### src/rtl/mips_pkg.sv
// Shared definitions for the single-cycle MIPS core and its data-memory bus bridge:
// bus width defaults, bridge FSM encoding and a small address helper.
package mips_pkg;

  localparam int BUS_AW = 32;
  localparam int BUS_DW = 32;

  typedef enum logic [1:0] {
    ST_IDLE = 2'd0,
    ST_BUSY = 2'd1,
    ST_DONE = 2'd2
  } bridge_state_e;

  function automatic logic is_word_aligned(input logic [1:0] byte_lsb);
    return byte_lsb == 2'b00;
  endfunction

endpackage

### src/rtl/bus_timeout_counter.sv
// Loadable up-counter that measures cycles spent waiting for a bus acknowledge.
// tc flags the last permitted wait cycle; the count parks there until reloaded.
module bus_timeout_counter #(
  parameter int TIMEOUT = 16,
  parameter int CNT_W   = 5
) (
  input  logic             clk,
  input  logic             reset,
  input  logic             load,
  input  logic             en,
  output logic [CNT_W-1:0] count,
  output logic             tc
);

  assign tc = (count == CNT_W'(TIMEOUT - 1));

  // NOTE: sequential state is updated with <= so every flop samples pre-edge values.
  always_ff @(posedge clk or posedge reset) begin
    if (reset) begin
      count <= '0;
    end else if (load) begin
      count <= '0;
    end else if (en && !tc) begin
      count <= count + CNT_W'(1);
    end
  end

endmodule

### src/rtl/dmem_bus_bridge.sv
// Converts the datapath's memread/memwrite access into one req/ack bus transaction,
// stalling the core until the slave answers or the wait times out.
module dmem_bus_bridge
  import mips_pkg::*;
#(
  parameter int AW      = BUS_AW,
  parameter int DW      = BUS_DW,
  parameter int TIMEOUT = 16,
  parameter int CNT_W   = 5
) (
  input  logic          clk,
  input  logic          reset,
  input  logic          memread,
  input  logic          memwrite,
  input  logic [AW-1:0] addr,
  input  logic [DW-1:0] wdata,
  output logic [DW-1:0] rdata,
  output logic          stall,
  output logic          bus_req,
  output logic          bus_we,
  output logic [AW-1:0] bus_addr,
  output logic [DW-1:0] bus_wdata,
  input  logic          bus_ack,
  input  logic [DW-1:0] bus_rdata,
  output logic          misalign,
  output logic          timeout_err
);

  bridge_state_e    state, state_nxt;
  logic             access, aligned;
  logic             start, ack_hit, expire, busy;
  logic [DW-1:0]    cap_q;
  logic [CNT_W-1:0] wait_cnt;
  logic             wait_tc;

  assign access  = memread | memwrite;
  assign aligned = is_word_aligned(addr[1:0]);
  assign busy    = (state == ST_BUSY);

  bus_timeout_counter #(
    .TIMEOUT (TIMEOUT),
    .CNT_W   (CNT_W)
  ) u_timeout (
    .clk   (clk),
    .reset (reset),
    .load  (start),
    .en    (busy),
    .count (wait_cnt),
    .tc    (wait_tc)
  );

  // NOTE: every output of this block gets a default first, so no path can infer a latch.
  always_comb begin
    state_nxt = state;
    start     = 1'b0;
    ack_hit   = 1'b0;
    expire    = 1'b0;
    stall     = 1'b0;
    rdata     = '0;
    unique case (state)
      ST_IDLE: begin
        // Gating with reset keeps the core free while the bridge is held in reset.
        if (access && aligned && !reset) begin
          start     = 1'b1;
          stall     = 1'b1;
          state_nxt = ST_BUSY;
        end
      end
      ST_BUSY: begin
        stall = 1'b1;
        if (bus_ack) begin
          ack_hit   = 1'b1;
          state_nxt = ST_DONE;
        end else if (wait_tc) begin
          expire    = 1'b1;
          state_nxt = ST_DONE;
        end
      end
      ST_DONE: begin
        rdata     = cap_q;
        state_nxt = ST_IDLE;
      end
      default: state_nxt = ST_IDLE;
    endcase
  end

  always_ff @(posedge clk or posedge reset) begin
    if (reset) begin
      state <= ST_IDLE;
    end else begin
      state <= state_nxt;
    end
  end

  // NOTE: the bus-facing and capture registers are reset too, so an abandoned request never leaks stale data.
  always_ff @(posedge clk or posedge reset) begin
    if (reset) begin
      bus_req     <= 1'b0;
      bus_we      <= 1'b0;
      bus_addr    <= '0;
      bus_wdata   <= '0;
      cap_q       <= '0;
      misalign    <= 1'b0;
      timeout_err <= 1'b0;
    end else begin
      misalign <= (state == ST_IDLE) && access && !aligned;
      if (start) begin
        bus_req   <= 1'b1;
        bus_we    <= memwrite;
        bus_addr  <= {addr[AW-1:2], 2'b00};
        bus_wdata <= wdata;
      end
      if (ack_hit || expire) begin
        bus_req <= 1'b0;
      end
      if (ack_hit) begin
        cap_q <= bus_we ? '0 : bus_rdata;
      end
      if (expire) begin
        cap_q       <= '0;
        timeout_err <= 1'b1;
      end
    end
  end

endmodule
### config.mk
export PLATFORM = sky130hd
export DESIGN_NAME = dmem_bus_bridge
export DESIGN_NICKNAME = d
export VERILOG_FILES = /design/src/rtl/mips_pkg.sv /design/src/rtl/bus_timeout_counter.sv /design/src/rtl/dmem_bus_bridge.sv
export SDC_FILE = /design/constraint.sdc
export NUM_CORES = 1
export LEC_CHECK = 0
export CAP_MARGIN = 10
export CORE_MARGIN = 2
export CORE_UTILIZATION = 34
export CTS_CLUSTER_DIAMETER = 150
export DETAILED_ROUTE_END_ITERATION = 10
export PLACE_DENSITY = 0.72
export SLEW_MARGIN = 0
export SYNTH_ARGS = -nofsm -noshare
export SYNTH_HDL_FRONTEND = slang
export SYNTH_SLANG_ARGS = --single-unit
### constraint.sdc
create_clock -name clk -period 6.2 [get_ports clk]
set_input_delay 0.93 -clock clk [delete_from_list [all_inputs] [get_ports clk]]
set_output_delay 0.93 -clock clk [all_outputs]
set_load 0.03 [all_outputs]
==> flow_metrics.env, run 1 <==
export IMPL_p_clk_frac=0.237
export IMPL_vdd_drop_max_mv=0.177
export IMPL_worstRegToRegCells=3
export IMPL_hp_class="flop to flop"
export IMPL_vias=3160
export IMPL_die_x_um=116
export IMPL_max_slew_margin=0.535
export IMPL_syn_inst=304
export IMPL_p_comb_frac=0.348
export IMPL_cts_sinks=105
export IMPL_clk_path_buf_depth=2
export IMPL_post_cts_buffers=0
export IMPL_p_leak_nw=2.82
export IMPL_h_tree_depth=3
export IMPL_ant_nets=0
export IMPL_yosys_warnings=0
export IMPL_fin_cells=676
export IMPL_grt_use_met2=0.255
export IMPL_grt_pass1_wl_um=16300
export IMPL_place_ws_ns=2.33
export IMPL_r2r_start="state[0]"
export IMPL_drtIter0Drc=129
export IMPL_critPathTopFamily="buffers and inverters"
export IMPL_core_area_um2=12500
export IMPL_crit_chain="clkdlybuf4s50_1 -> or3_4 -> nor2_1 -> o21ba_2 -> clkdlybuf4s50_1"
export IMPL_ys_types=37
export IMPL_area_growth_pct=56.6
export IMPL_timing_setup_tns_ns=0
export IMPL_wl_um=10400
export IMPL_drv_slew=0
export IMPL_status="finished clean"
export IMPL_slowest_delay_ns=0.68
export IMPL_syn_area_um2=4300
export IMPL_ys_seq_area_frac=0.611
export IMPL_drc=0
export IMPL_holdWs_ns=0.482
export IMPL_grtUsageTotal=0.156
export IMPL_grt_setup_unrepaired="false"
export IMPL_busiest_layer="met2"
export IMPL_period_needed_ns=3.87
export IMPL_synth_area_leaders="dfrtp_1 (61%), mux2_1 (13%), a22o_1 (6.5%)"
export IMPL_crit_buf_inv=2
export IMPL_critPathCapture="stall"
export IMPL_cts_hold_buffers=0
export IMPL_p_sw_frac=0.329
export IMPL_portBuffers=199
export IMPL_p_int_mw=1.63
export IMPL_cp_num_cells=5
export IMPL_fin_skew_ns=0.00818
export IMPL_nets=602
export IMPL_required_ns=5.27
export IMPL_place_congestion=0.705
export IMPL_grt_max_degree=57
export IMPL_setup_viol=0
export IMPL_cts_resized=0
export IMPL_drv_cap=0
export IMPL_slowest_stage="clkdlybuf4s50_1"
export IMPL_clk_pin_slew_ns=0.07
export IMPL_crit_type="input port to output port"
export IMPL_critPathLaunchType="input port"
export IMPL_wire_per_inst_um=15.4
export IMPL_synth_flop_cell="dfrtp_1"
export IMPL_die_area_um2=13600
export IMPL_overflow=0
export IMPL_antenna_found_initial=0
export IMPL_crit_fanout=5
export IMPL_root_buffer="clkbuf_16"
export IMPL_first_pass_iters=4
export IMPL_grt_pass1_vias=3264
export IMPL_grt_met3_usage=0.0410
export IMPL_hpwl_um=7610
export IMPL_cp_arrival_ns=2.94
export IMPL_netSwitchingPower_uw=799
export IMPL_end_kind="output port"
export IMPL_timing_critical_path_from="reset"
export IMPL_crit_top_cell="clkdlybuf4s50_1"
export IMPL_diodes=0
export IMPL_async_flop_share=1.00
export IMPL_min_from="bus_wdata[3]"
export IMPL_layout_setup_ws_ns=2.33
export IMPL_clock_latency_ns=0.34
export IMPL_synth_seq_cells=105
export IMPL_yosysTopAreaCell="dfrtp_1"
export IMPL_die_h_um=116
export IMPL_synth_edf_count=0
export IMPL_initial_core_util=0.345
export IMPL_seqPwrFrac=0.415
export IMPL_max_freq_mhz=258
export IMPL_viasPerCell=4.67
export IMPL_timing_rr_end="bus_wdata[30]"
export IMPL_max_slew_worst_pin_slew_ns=0.697
export IMPL_syn_area_per_cell_um2=14.1
export IMPL_met1_usage=0.194
export IMPL_cts_buffers=9
export IMPL_drive_gt1_frac=0.0893
export IMPL_finalCritPeriodShare=0.624
export IMPL_dp_cells=660
export IMPL_ioPinCount=202
export IMPL_netlist_area_leader_share=0.611
export IMPL_r2r_slack_ns=3.67
export IMPL_final_hold_viol_count=0
export IMPL_row_count=41
export IMPL_cts_tree="done"
export IMPL_powerDensity_nw_per_um2=360
cells in the mapped netlist (2+ instances only):
master      n
buf_6       5
ha_1        2
clkbuf_1    9
mux2_1     48
buf_4       3
buf_2       4
inv_1       7
o311ai_0    2
o211ai_1    2
nand2_1     5
a22o_1     32
and3_1      3
a221oi_1    2
and2_1     32
dfrtp_1   105
nor2_1      5
mux2_2     16
nor2b_1     3
per-layer routing:
metal / vias up / wire length (um) / share of wire
met3: 21 / 836 / 0.080
li1: 1468 / - / -
met4: 0 / 267 / 0.026
met5: - / 0 / 0
met2: 132 / 4970 / 0.48
met1: 1539 / 4340 / 0.42
metrics by stage:
| stage | power, mW | instance area, um2 | util |
|---|---|---|---|
| 3_5_place_dp | 1.87 | 6430 | 0.516 |
| 2_1_floorplan | 1.48 | 4300 | - |
| 3_3_place_gp | 1.85 | 6430 | 0.516 |
| 6_report | 2.42 | 6730 | 0.540 |
| 4_1_cts | 2.46 | 6730 | 0.540 |
| 5_1_grt | 2.56 | 6730 | 0.540 |
sequential cells by signal (all words and copies together), names as in the netlist:
name             count
bus_wdata           32
timeout_err          1
state                2
bus_addr            30
misalign             1
bus_we               1
bus_req              1
u_timeout.count      5
cap_q               32
logic make-up (layout without fill, tap and decap cells):
| family | Yosys count | in the layout | synth area share |
|---|---|---|---|
| flip-flops | 105 | 105 | 0.611 |
| multiplexers | 65 | 65 | 0.170 |
| buffers and inverters | 28 | 227 | 0.0370 |
| AO/OA/AOI/OAI | 46 | 46 | 0.0902 |
| AND/OR/NAND/NOR | 57 | 57 | 0.0850 |
| other | 1 | 2 | 0.000872 |
| adder cells (fa/ha/maj) | 2 | 2 | 0.00582 |
cell type report:
class,count,area (um2)
Fill cell,1117,5730
Sequential cell,105,2630
Timing Repair Buffer,204,2030
Multi-Input combinational cell,172,1530
Clock buffer,9,225
Tap cell,172,215
Clock inverter,7,76.3
Inverter,7,28.8
placed cells by master (no fill, tap or decap), types with 3 or more instances in the layout:
master and instances:
dfrtp_1 105, mux2_1 48, and2_1 32, buf_4 5, nor2b_1 3, mux2_2 16, nor2_1 5, a22o_1 32
and3_1 3, clkdlybuf4s50_1 199, nand2_1 5, inv_1 6, clkbuf_16 9
worst register-to-register path, delay by kind of cell, from the launching register on:
| kind | cells | cell delay (ns) |
|---|---|---|
| flip-flops | 1 | 0.57 |
| multiplexers | 1 | 0.44 |
| buffers and inverters | 1 | 0.69 |
| AND/OR/NAND/NOR | 1 | 0.72 |
worst min-delay path by stage:
stage | depth (start not counted) | to | slack, ns
CTS | 1 | bus_wdata[4] | 0.49
floorplan | 1 | cap_q[0] | 0.46
detailed placement | 1 | bus_addr[14] | 0.47
global placement | 1 | timeout_err | 0.46
global route | 1 | bus_wdata[11] | 0.50
finish | 1 | bus_wdata[3] | 0.48
power by group through the flow:
stage | logic [mW] | registers (mW) | clock network (mW)
2_1_floorplan | 0.242 | 1.24 | 0
3_3_place_gp | 0.838 | 1.01 | 0
3_5_place_dp | 0.855 | 1.02 | 0
4_1_cts | 0.855 | 1.01 | 0.594
5_1_grt | 0.896 | 1.04 | 0.629
6_report | 0.843 | 1.01 | 0.575
Note: power is estimated with default switching activity, not from simulation.
==> inputs of run 2 (changes only) <==
==> constraint.sdc (replaced) <==
create_clock -name clk -period 3.8 [get_ports clk]
set_input_delay 0.57 -clock clk [delete_from_list [all_inputs] [get_ports clk]]
set_output_delay 0.57 -clock clk [all_outputs]
set_load 0.03 [all_outputs]
==> run 2 against run 1 <==
Sequential power is 62% higher. Clock skew is 0.0020 ns lower. Die area stayed put. Clock power is 67% higher. Critical endpoint is now rdata[7].
==> flow_metrics.env, run 2 (synthesized netlist as in run 1, its figures left out) <==
export IMPL_timing_setup_tns_ns=0
export IMPL_finalCritPeriodShare=0.889
export IMPL_placed_area_um2=6440
export IMPL_r2r_start="state[1]"
export IMPL_layout_common_cells="clkdlybuf4s50_1 (199), dfrtp_1 (105), mux2_1 (48), a22o_1 (32), and2_1 (32)"
export IMPL_cp_num_cells=4
export IMPL_grt_met3_usage=0.0379
export IMPL_initial_core_util=0.345
export IMPL_first_pass_iters=4
export IMPL_top_regs="bus_wdata x32, cap_q x32, bus_addr x30"
export IMPL_r2r_slack_ns=1.69
export IMPL_root_buffer="clkbuf_16"
export IMPL_powerDensity_nw_per_um2=589
export IMPL_met1_usage=0.200
export IMPL_critPathLaunchType="flop"
export IMPL_grt_max_degree=57
export IMPL_clk_pin_slew_ns=0.07
export IMPL_portBuffers=199
export IMPL_slowest_delay_ns=0.72
export IMPL_seqPwrFrac=0.412
export IMPL_hpwl_um=7530
export IMPL_required_ns=3.23
export IMPL_max_slew_margin=0.518
export IMPL_critPathCapture="rdata[7]"
export IMPL_p_comb_frac=0.346
export IMPL_min_from="timeout_err"
export IMPL_die_h_um=116
export IMPL_antenna_found_initial=0
export IMPL_post_cts_buffers=0
export IMPL_drv_slew=0
export IMPL_cts_tree="done"
export IMPL_cts_buffers=9
export IMPL_wire_per_inst_um=15.0
export IMPL_p_int_mw=2.70
export IMPL_period_needed_ns=3.38
export IMPL_busiest_layer="met2"
export IMPL_grtUsageTotal=0.150
export IMPL_end_kind="output port"
export IMPL_p_clk_frac=0.242
export IMPL_max_slew_worst_pin_slew_ns=0.722
export IMPL_crit_type="flop to output port"
export IMPL_max_freq_mhz=296
export IMPL_drc=0
export IMPL_cts_sinks=105
export IMPL_grt_pass1_wl_um=15600
export IMPL_timing_critical_path_from="state[1]"
export IMPL_crit_chain="nor2b_1 -> buf_4 -> and2_1 -> clkdlybuf4s50_1"
export IMPL_wl_um=10200
export IMPL_final_common_cell="clkdlybuf4s50_1"
export IMPL_status="finished clean"
export IMPL_seqCellArea_um2=2630
export IMPL_crit_fanout=23
export IMPL_netSwitchingPower_mw=1.28
export IMPL_die_area_um2=13600
export IMPL_place_congestion=0.706
export IMPL_cp_arrival_ns=2.81
export IMPL_p_leak_nw=2.85
export IMPL_p_sw_frac=0.322
export IMPL_drv_cap=0
export IMPL_setup_viol=0
export IMPL_drive_gt1_frac=0.0929
export IMPL_clock_latency_ns=0.34
export IMPL_ioPinCount=202
export IMPL_h_tree_depth=3
export IMPL_clk_path_buf_depth=2
export IMPL_final_hold_viol_count=0
export IMPL_nets=604
export IMPL_core_area_um2=12500
export IMPL_diodes=0
export IMPL_viasPerCell=4.62
export IMPL_die_x_um=116
export IMPL_slowest_stage="dfrtp_1"
export IMPL_worstRegToRegCells=3
export IMPL_multi_input_area_um2=1530
export IMPL_vdd_drop_max_mv=0.308
export IMPL_grt_use_met2=0.233
export IMPL_fin_skew_ns=0.00619
export IMPL_timing_rr_end="bus_addr[3]"
export IMPL_grt_pass1_vias=3128
export IMPL_hp_class="flop to flop"
export IMPL_grt_setup_unrepaired="false"
export IMPL_critPathTopFamily="buffers and inverters"
export IMPL_cts_resized=0
export IMPL_drtIter0Drc=151
export IMPL_area_growth_pct=57.2
export IMPL_n_fill_cell=1092
export IMPL_overflow=0
export IMPL_crit_buf_inv=2
export IMPL_design_area_um2=6760
export IMPL_cts_hold_buffers=0
export IMPL_row_count=41
export IMPL_ant_nets=0
export IMPL_vias=3132
run 2: layout make-up:
class | instances | share of cell area
clock buffers | 12 | 0.0394
clock inverters | 4 | 0.00722
inverters | 7 | 0.00426
multi-input cells | 172 | 0.226
flip-flops and latches | 105 | 0.389
well taps | 172 | 0.0318
repair buffers | 206 | 0.302
run 2: per-stage QoR:
step	worst slack (ns)	hold WS, ns	std cells	total power, mW	utilization
CTS	0.390	0.481	678	4.04	0.542
global placement	0.677	0.465	662	3.02	0.517
finish	0.424	0.475	678	3.98	0.542
floorplan	0.469	0.465	305	2.41	-
global route	0.191	0.498	678	4.20	0.542
detailed placement	0.622	0.463	662	3.06	0.517
run 2: per-layer routing:
layer,up-vias,share of wire
met5,-,0
met4,0,0.024
met3,18,0.073
met2,124,0.46
met1,1511,0.44
li1,1479,-
run 2: power by group through the flow:
| stage | clock network, mW | logic (mW) | registers (mW) |
|---|---|---|---|
| floorplan | 0 | 0.395 | 2.02 |
| finish | 0.963 | 1.38 | 1.64 |
| CTS | 0.994 | 1.40 | 1.65 |
| detailed placement | 0 | 1.40 | 1.66 |
| global placement | 0 | 1.37 | 1.65 |
| global route | 1.06 | 1.46 | 1.69 |
run 2: worst min-delay path by stage:
stage	depth (start not counted)	slack (ns)	endpoint
after floorplan	1	0.46	cap_q[0]
after detailed placement	1	0.46	timeout_err
after global routing	1	0.50	bus_wdata[16]
after global placement	1	0.46	timeout_err
final	1	0.47	timeout_err
after CTS	1	0.48	timeout_err
==> inputs of run 3 (changes only) <==
--- a/config.mk
+++ b/config.mk
@@ -6,11 +6,11 @@
 export NUM_CORES = 1
 export LEC_CHECK = 0
 export CAP_MARGIN = 10
-export CORE_MARGIN = 2
 export CORE_UTILIZATION = 34
 export CTS_CLUSTER_DIAMETER = 150
 export DETAILED_ROUTE_END_ITERATION = 10
-export PLACE_DENSITY = 0.72
+export DONT_BUFFER_PORTS = 1
+export PLACE_DENSITY = 0.52
 export SLEW_MARGIN = 0
 export SYNTH_ARGS = -nofsm -noshare
 export SYNTH_HDL_FRONTEND = slang
==> run 3 against run 2 <==
Utilization decreased by 15 points. Critical path type unchanged. Maximum frequency increased by 36%. Die area decreased by 3.4%. Design area decreased by 29%. Total power decreased by 13%. Non-clock buffer count decreased by 200. Clock-buffer cell count decreased by 1. Cell count decreased by 30%. Critical endpoint is now rdata[6]. Critical path depth decreased by 1. First-iteration DRC count decreased by 34%. Routed wire length decreased by 13%. Clock power decreased by 0.7%.
==> flow_metrics.env, run 3 (synthesized netlist as in run 1, its figures left out) <==
export IMPL_crit_chain="nor2b_1 -> buf_4 -> and2_1"
export IMPL_powerDensity_nw_per_um2=729
export IMPL_hpwl_um=6070
export IMPL_end_kind="output port"
export IMPL_cp_arrival_ns=1.92
export IMPL_first_pass_iters=4
export IMPL_drive_gt1_frac=0.150
export IMPL_dp_cells=458
export IMPL_root_buffer="clkbuf_16"
export IMPL_clk_path_buf_depth=2
export IMPL_drtIter0Drc=100
export IMPL_fin_util=0.392
export IMPL_clk_pin_slew_ns=0.07
export IMPL_status="finished clean"
export IMPL_setup_viol=0
export IMPL_cts_resized=0
export IMPL_core_area_um2=12200
export IMPL_area_growth_pct=10.9
export IMPL_overflow=0
export IMPL_vias=2342
export IMPL_cts_buffers=9
export IMPL_initial_core_util=0.353
export IMPL_h_tree_depth=3
export IMPL_fin_cells=474
export IMPL_crit_fanout=32
export IMPL_required_ns=3.23
export IMPL_ioPinCount=202
export IMPL_final_hold_viol_count=0
export IMPL_post_cts_buffers=0
export IMPL_antenna_found_initial=0
export IMPL_diodes=0
export IMPL_wl_um=8830
export IMPL_wl_met1_um=3580
export IMPL_slowest_stage="dfrtp_1"
export IMPL_viasPerCell=4.94
export IMPL_timing_setup_tns_ns=0
export IMPL_max_freq_mhz=401
export IMPL_cts_sinks=105
export IMPL_clock_latency_ns=0.35
export IMPL_hp_class="input port to async pin"
export IMPL_die_area_um2=13100
export IMPL_top_layer="met4"
export IMPL_grt_pass1_wl_um=13200
export IMPL_cts_hold_buffers=0
export IMPL_wl_met3_um=651
export IMPL_max_slew_worst_pin_slew_ns=0.956
export IMPL_finalPower_mw=3.48
export IMPL_wire_per_inst_um=18.6
export IMPL_period_needed_ns=2.49
export IMPL_r2r_start="u_timeout.count[0]"
export IMPL_grtUsageTotal=0.135
export IMPL_grt_setup_unrepaired="false"
export IMPL_r2r_slack_ns=1.79
export IMPL_ant_nets=0
export IMPL_slowest_delay_ns=0.71
export IMPL_portBuffers=0
export IMPL_max_slew_margin=0.363
export IMPL_final_common_cell="dfrtp_1"
export IMPL_top_regs="bus_wdata x32, cap_q x32, bus_addr x30"
export IMPL_drc=0
export IMPL_place_congestion=0.699
export IMPL_p_leak_nw=2.09
export IMPL_holdWs_ns=0.321
export IMPL_die_x_um=114
export IMPL_cts_tree="done"
export IMPL_finalCritPeriodShare=0.656
export IMPL_drv_slew=0
export IMPL_critPathLaunchType="flop"
export IMPL_grt_pass1_vias=2430
export IMPL_crit_type="flop to output port"
export IMPL_timing_rr_end="cap_q[17]"
export IMPL_nets=404
export IMPL_worstRegToRegCells=6
export IMPL_drv_cap=0
export IMPL_met2_length_um=4470
export IMPL_vdd_drop_max_mv=0.301
export IMPL_die_h_um=114
export IMPL_layout_common_cells="dfrtp_1 (105), mux2_1 (48), a22o_1 (32), and2_1 (32), mux2_2 (16)"
export IMPL_grt_max_degree=78
export IMPL_row_count=40
export IMPL_fin_skew_ns=0.00881
-- run 3: worst max-delay path by stage --
stage	start	endpoint	slack (ns)	cells past startpoint
final	state[1]	rdata[6]	1.31	3
after global routing	state[1]	rdata[6]	1.19	3
after CTS	state[1]	rdata[6]	1.28	3
after detailed placement	addr[1]	bus_addr[3]	1.60	4
after global placement	addr[1]	bus_addr[3]	1.63	4
after floorplan	reset	bus_addr[10]	0.47	1
-- run 3: area by class of cell --
cell class | instances | area, um2
multi-input combinational | 172 | 1530
timing repair buffer | 6 | 57.6
tap | 168 | 210
clock inverter | 5 | 61.3
inverter | 7 | 28.8
sequential | 105 | 2630
fill | 1188 | 7390
clock buffer | 11 | 253
-- run 3: worst max-delay path, delay by kind of cell, from the launching register on --
family	cells	cell delay (ns)
DFF	1	0.71
and+or+nand+nor	2	0.58
buffers and inverters	1	0.28
-- run 3: through the flow --
step                worst slack, ns  cell area, um2
finish                         1.31            4770
global route                   1.19            4770
CTS                            1.28            4770
detailed placement             1.60            4450
global placement               1.63            4450
floorplan                     0.469            4300
-- run 3: routing by layer --
layer | vias up | GRT usage
li1 | 1068 | -
met1 | 1167 | 0.159
met2 | 98 | 0.220
met3 | 9 | 0.0535
met4 | 0 | 0.0545
met5 | - | 0
-- run 3: report_power, final --
part	internal, mW	switching, mW	total (mW)
Sequential	1.45	0.627	2.08
Combinational	0.255	0.187	0.441
Clock	0.550	0.406	0.956
